### config.mk
export PLATFORM = sky130hd
export DESIGN_NAME = crc5_token_tx
export DESIGN_NICKNAME = d
export VERILOG_FILES = /design/src/rtl/crc5_token_tx.sv
export SDC_FILE = /design/constraint.sdc
export NUM_CORES = 1
export LEC_CHECK = 0
export ABC_AREA = 0
export CORE_MARGIN = 5
export CORE_UTILIZATION = 57
export CTS_CLUSTER_DIAMETER = 40
export DETAILED_ROUTE_END_ITERATION = 7
export PLACE_DENSITY = 0.83
export SLEW_MARGIN = 0
export SYNTH_ARGS = -nofsm -noshare
export SYNTH_HDL_FRONTEND = slang
export SYNTH_SLANG_ARGS = --single-unit
### constraint.sdc
create_clock -name clk -period 4.26 [get_ports clk]
set_input_delay 0.426 -clock clk [delete_from_list [all_inputs] [get_ports clk]]
set_output_delay 0.426 -clock clk [all_outputs]
set_load 0.02 [all_outputs]
### src/rtl/crc5_token_tx.sv
//==============================================================================
// Module      : crc5_token_tx
// Description : USB token serializer. Sends the DATA_W-bit payload LSB-first,
//               then the inverted CRC5 (x^5+x^2+1, seed 5'h1F) MSB-first.
//               Optional macro CRC5_SELFCHK_EN adds a receive-side residual
//               checker on the transmitted stream (output selfchk_fail).
// Revision    : 1.0 - initial release
//==============================================================================
`default_nettype none

module crc5_token_tx #(
  parameter int DATA_W = 11
) (
  input  logic              clk,
  input  logic              n_rst,
  input  logic              clear,
  input  logic              load,
  input  logic [DATA_W-1:0] data_in,
  input  logic              shift_en,
  output logic              serial_out,
  output logic              ready,
  output logic              busy,
  output logic              done
`ifdef CRC5_SELFCHK_EN
  ,
  output logic              selfchk_fail
`endif
);

  // Counter must also reach the CRC terminal count of 4, even for tiny DATA_W.
  localparam int CW = ($clog2(DATA_W) < 3) ? 3 : $clog2(DATA_W);

  localparam logic [4:0]    c_SEED      = 5'h1F;
  localparam logic [4:0]    c_POLY      = 5'b00101;
  localparam logic [4:0]    c_RESIDUAL  = 5'b01100;
  localparam logic [CW-1:0] c_DATA_LAST = CW'(DATA_W - 1);
  localparam logic [CW-1:0] c_CRC_LAST  = CW'(4);

  typedef enum logic [1:0] {
    S_IDLE = 2'd0,
    S_DATA = 2'd1,
    S_CRC  = 2'd2,
    S_DONE = 2'd3
  } state_t;

  state_t            r_state;
  state_t            w_state_nxt;
  logic [DATA_W-1:0] r_sr;
  logic [DATA_W-1:0] w_sr_nxt;
  logic [4:0]        r_crc;
  logic [4:0]        w_crc_nxt;
  logic [CW-1:0]     r_cnt;
  logic [CW-1:0]     w_cnt_nxt;
  logic              r_serial_out;
  logic              w_serial_nxt;
  logic              w_fb;

  always_ff @(posedge clk) begin
    if (!n_rst) begin
      r_state      <= S_IDLE;
      r_sr         <= '0;
      r_crc        <= c_SEED;
      r_cnt        <= '0;
      r_serial_out <= 1'b1;
    end else begin
      r_state      <= w_state_nxt;
      r_sr         <= w_sr_nxt;
      r_crc        <= w_crc_nxt;
      r_cnt        <= w_cnt_nxt;
      r_serial_out <= w_serial_nxt;
    end
  end

  always_comb begin
    w_state_nxt  = r_state;
    w_sr_nxt     = r_sr;
    w_crc_nxt    = r_crc;
    w_cnt_nxt    = r_cnt;
    w_serial_nxt = 1'b1;
    w_fb         = r_crc[4] ^ r_sr[0];

    if (clear) begin
      w_state_nxt = S_IDLE;
      w_crc_nxt   = c_SEED;
      w_cnt_nxt   = '0;
    end else begin
      case (r_state)
        S_IDLE: begin
          if (load) begin
            w_sr_nxt    = data_in;
            w_crc_nxt   = c_SEED;
            w_cnt_nxt   = '0;
            w_state_nxt = S_DATA;
          end
        end
        S_DATA: begin
          if (shift_en) begin
            w_crc_nxt = {r_crc[3:0], 1'b0} ^ (w_fb ? c_POLY : 5'b00000);
            w_sr_nxt  = r_sr >> 1;
            if (r_cnt == c_DATA_LAST) begin
              w_cnt_nxt   = '0;
              w_state_nxt = S_CRC;
            end else begin
              w_cnt_nxt = r_cnt + 1'b1;
            end
          end
        end
        S_CRC: begin
          if (shift_en) begin
            w_crc_nxt = {r_crc[3:0], 1'b0};
            if (r_cnt == c_CRC_LAST) begin
              w_state_nxt = S_DONE;
            end else begin
              w_cnt_nxt = r_cnt + 1'b1;
            end
          end
        end
        S_DONE: begin
          w_state_nxt = S_IDLE;
        end
        default: begin
          w_state_nxt = S_IDLE;
        end
      endcase
    end

    // The line bit is registered, so it is derived from the upcoming state.
    case (w_state_nxt)
      S_DATA:  w_serial_nxt = w_sr_nxt[0];
      S_CRC:   w_serial_nxt = ~w_crc_nxt[4];
      default: w_serial_nxt = 1'b1;
    endcase
  end

  assign serial_out = r_serial_out;
  assign ready      = (r_state == S_IDLE);
  assign busy       = (r_state == S_DATA) || (r_state == S_CRC);
  assign done       = (r_state == S_DONE);

`ifdef CRC5_SELFCHK_EN
  logic [4:0] r_chk;
  logic       r_selfchk_fail;
  logic       w_chk_fb;

  assign w_chk_fb = r_chk[4] ^ r_serial_out;

  always_ff @(posedge clk) begin
    if (!n_rst || clear) begin
      r_chk          <= c_SEED;
      r_selfchk_fail <= 1'b0;
    end else begin
      case (r_state)
        S_IDLE: begin
          if (load) begin
            r_chk          <= c_SEED;
            r_selfchk_fail <= 1'b0;
          end
        end
        S_DATA, S_CRC: begin
          if (shift_en) begin
            r_chk <= {r_chk[3:0], 1'b0} ^ (w_chk_fb ? c_POLY : 5'b00000);
          end
        end
        S_DONE: begin
          r_selfchk_fail <= (r_chk != c_RESIDUAL);
        end
        default: begin
          r_chk <= r_chk;
        end
      endcase
    end
  end

  assign selfchk_fail = r_selfchk_fail;
`endif

endmodule

`default_nettype wire

==> impl_metrics.json <==
{
  "viasPerCell": 5.96,
  "area_of_the_die_um2": 3400,
  "tightest_slew_ns": 0.502,
  "post_synth_cell_types": 39,
  "area_of_the_core_region_um2": 2210,
  "ys_seq_area_frac": 0.346,
  "setup_slack_of_the_most_critical_reg_to_reg_path_ns": 1.85,
  "final-hold-violation-count": 0,
  "dp_hpwl_um": 2120,
  "starting_density_of_the_core": 0.602,
  "fin_crit_sh": 0.567,
  "syn-instance-count": 155,
  "power.ir.vdd_worst_mv": 0.256,
  "clock_skew_after_layout_ns": 0.00941,
  "portbufs": 19,
  "number_of_placement_rows": 17,
  "final_cell_count_no_fill": 197,
  "grt_setup_unrepaired": "false",
  "n_antenna_cell": 0,
  "gr-usage-all-layers": 0.182,
  "grt_pass1_vias": 1175,
  "synth_area_um2": 1330,
  "leakage_nw": 0.645,
  "powerDensity_nw_per_um2": 275,
  "timing.reg2reg.worst_path_depth": 9,
  "vias": 1174,
  "critPathLaunchType": "register",
  "flip_flop_and_latch_count_after_synthesis": 23,
  "syn-mean-instance-area_um2": 8.59,
  "gp_congestion": 0.832,
  "hp-class": "register to register",
  "cp.required_ns": 4.48,
  "drt-total-wl_um": 2770,
  "synthDominantAreaCellType": "sky130_fd_sc_hd__dfxtp_1",
  "yosys.area.top_type_share": 0.346,
  "dr.first_iter.drc_count": 59,
  "clock-root-buffer": "sky130_fd_sc_hd__clkbuf_4",
  "worst_path_most_repeated_cell": "sky130_fd_sc_hd__ha_1",
  "path_delay_family": "simple AND/OR/NAND/NOR gates",
  "final_nets": 195,
  "regToRegEndpoint": "serial_out",
  "timing.hold.worst_path_depth": 2,
  "fin_crit_ns": 2.42,
  "drc": 0,
  "die_height_um": 58.3,
  "worst_hold_startpoint": "r_sr[10]",
  "timing.critical_path.slowest_cell_delay_ns": 0.38,
  "hold-path-endpoint": "r_sr[10]",
  "ys.warnings.count": 0,
  "r2r-start": "r_state[0]",
  "wire_per_inst_um": 14.1,
  "synth.net_count": 180,
  "drtAntennaViolNets": 0,
  "totalNegativeSetupSlack_ns": 0,
  "layout.filler_cells": 193,
  "critical_path.max_fanout": 10,
  "grt_antenna_before_repair": 0,
  "critical_path_arrival_ns": 2.64,
  "place.detailed.instances": 193,
  "tritoncts_clock_tree": "done",
  "area_growth_syn_to_layout_pct": 15.2,
  "htree_levels": 1,
  "ioPinCount": 20,
  "worst_setup_path_end_kind": "register",
  "status": "finished, final reports clean",
  "worstPathCellList": "inv_1, ha_1, nand4b_1, o21ai_0, o211ai_1, or2_2, ha_1, nand2b_1, a221o_1",
  "place_ws_ns": 1.69,
  "maxSlewHeadroom": 0.664,
  "drv_cap": 0,
  "clock_sink_count": 23,
  "slowest_stage": "sky130_fd_sc_hd__dfxtp_1",
  "final_layout_size_suffix_gt1_frac": 0.0533,
  "report.final.slew_viol_count": 0,
  "drt-pass1-iter-count": 4,
  "cts-resized-gates": 0,
  "crit_cells": 9,
  "postLayoutSetupSlackWorst_ns": 1.85,
  "clk_path_buf_depth": 2,
  "critPathBufInv": 1,
  "die_x_um": 58.3,
  "grt_total_ovfl": 0,
  "worst_setup_hold_path_clk_slew_ns": 0.14,
  "clkLatencyLatePin_ns": 0.31,
  "tritoncts.num_buffers": 3,
  "postCtsSetupRepairBufs": 0,
  "cts_hold_buffers": 0,
  "synth_top_cells_by_area": "sky130_fd_sc_hd__dfxtp_1, sky130_fd_sc_hd__ha_1, sky130_fd_sc_hd__o211a_1",
  "wire_length_of_the_first_global_routing_pass_um": 4940,
  "grt_start_max_net_pins": 22,
  "hold_ws_ns": 0.479,
  "setup_viol": 0,
  "critPathKind": "register to register",
  "timing.fmax_mhz": 414
}
[worst max path at each step]
stage                     startpoint          to  slack (ns)
after floorplan           r_state[0]  serial_out        2.11
after CTS                 r_state[0]  serial_out        1.85
after global placement      shift_en  serial_out        1.76
after detailed placement    shift_en  serial_out        1.69
after global routing      r_state[0]  serial_out        1.68
final                     r_state[0]  serial_out        1.85
[layout by cell type (no fill, tap or decap), types with 5 or more instances in the layout]
master,n
sky130_fd_sc_hd__nand2_1,15
sky130_fd_sc_hd__a22oi_1,9
sky130_fd_sc_hd__nor2_1,7
sky130_fd_sc_hd__nand3_1,6
sky130_fd_sc_hd__o21ai_0,5
sky130_fd_sc_hd__a21oi_1,13
sky130_fd_sc_hd__ha_1,9
sky130_fd_sc_hd__dfxtp_1,23
sky130_fd_sc_hd__clkdlybuf4s50_1,19
sky130_fd_sc_hd__o211a_1,9
sky130_fd_sc_hd__inv_1,8
[power by group]
group / switching [mW] / leakage, nW / internal [mW] / total [mW]
logic: 0.0431 / 0.443 / 0.0411 / 0.0842
clock network: 0.0688 / 0.0139 / 0.0357 / 0.105
registers: 0.00692 / 0.188 / 0.227 / 0.234
total: 0.119 / 0.645 / 0.304 / 0.423
[layer usage]
layer  vias to the layer above  global-route usage  part of all wire
met5                         -                   0                 0
li1                        590                   -                 -
met2                        24               0.300              0.48
met3                         6              0.0285             0.037
met4                         0              0.0662             0.015
met1                       554               0.238              0.47
[synthesized netlist by cell type]
library cell and number:
sky130_fd_sc_hd__ha_1 9, sky130_fd_sc_hd__or2_2 1, sky130_fd_sc_hd__o211a_1 9, sky130_fd_sc_hd__nor2_1 7
sky130_fd_sc_hd__o311ai_0 1, sky130_fd_sc_hd__nand4_1 1, sky130_fd_sc_hd__buf_1 1, sky130_fd_sc_hd__o21ai_0 5
sky130_fd_sc_hd__dfxtp_1 23, sky130_fd_sc_hd__xor2_1 1, sky130_fd_sc_hd__a21boi_1 1, sky130_fd_sc_hd__o31ai_1 4
sky130_fd_sc_hd__o22ai_1 1, sky130_fd_sc_hd__and4_1 1, sky130_fd_sc_hd__nand2b_1 4, sky130_fd_sc_hd__a22oi_2 1
sky130_fd_sc_hd__o21bai_1 2, sky130_fd_sc_hd__a211oi_2 1, sky130_fd_sc_hd__nor4bb_1 1, sky130_fd_sc_hd__nor3_1 4
sky130_fd_sc_hd__a2bb2oi_1 2, sky130_fd_sc_hd__and4b_1 1, sky130_fd_sc_hd__nor2b_1 3, sky130_fd_sc_hd__nand3_1 6
sky130_fd_sc_hd__a21o_1 1, sky130_fd_sc_hd__nand4b_1 2, sky130_fd_sc_hd__a221o_1 1, sky130_fd_sc_hd__a22oi_1 9
sky130_fd_sc_hd__buf_6 2, sky130_fd_sc_hd__and2_4 1, sky130_fd_sc_hd__o211ai_1 1, sky130_fd_sc_hd__inv_1 8
sky130_fd_sc_hd__a21oi_1 13, sky130_fd_sc_hd__or3_1 1, sky130_fd_sc_hd__clkbuf_1 1, sky130_fd_sc_hd__and2_1 3
sky130_fd_sc_hd__o21a_1 1, sky130_fd_sc_hd__buf_2 6, sky130_fd_sc_hd__nand2_1 15
[kinds of logic after synthesis]
family	Yosys count	synth area share
AOI/OAI and AO/OA	53	0.293
and+or+nand+nor	51	0.202
DFF	23	0.346
adders and majority gates	9	0.0846
buffers and inverters	18	0.0677
xor gates and xnor gates	1	0.00658
[stage by stage]
step	total power [mW]	utilization	area (um2)
4_1_cts	0.426	0.693	1530
3_3_place_gp	0.319	0.680	1500
6_report	0.423	0.693	1530
2_1_floorplan	0.295	-	1330
3_5_place_dp	0.323	0.680	1500
5_1_grt	0.449	0.693	1530
[cell type report]
type,count,area [um2],area share
Clock buffer,3,22.5,0.0147
Tap cell,28,35.0,0.0228
Inverter,8,30.0,0.0196
Timing Repair Buffer,20,198,0.129
Clock inverter,1,7.51,0.00489
Sequential cell,23,460,0.300
Multi-Input combinational cell,114,781,0.509
[flip-flops by register name, indices dropped and copies added, names as in the netlist]
name	flops
serial_out	1
r_state	2
r_cnt	4
r_crc	5
r_sr	11
[worst reg2reg max path, stage by stage, from the launching register on]
cell	delay (ns)
sky130_fd_sc_hd__dfxtp_1	0.38
sky130_fd_sc_hd__inv_1	0.10
sky130_fd_sc_hd__ha_1	0.34
sky130_fd_sc_hd__nand4b_1	0.19
sky130_fd_sc_hd__o21ai_0	0.18
sky130_fd_sc_hd__o211ai_1	0.16
sky130_fd_sc_hd__or2_2	0.30
sky130_fd_sc_hd__ha_1	0.28
sky130_fd_sc_hd__nand2b_1	0.14
sky130_fd_sc_hd__a221o_1	0.26
Note: power is estimated with default switching activity, not from simulation.
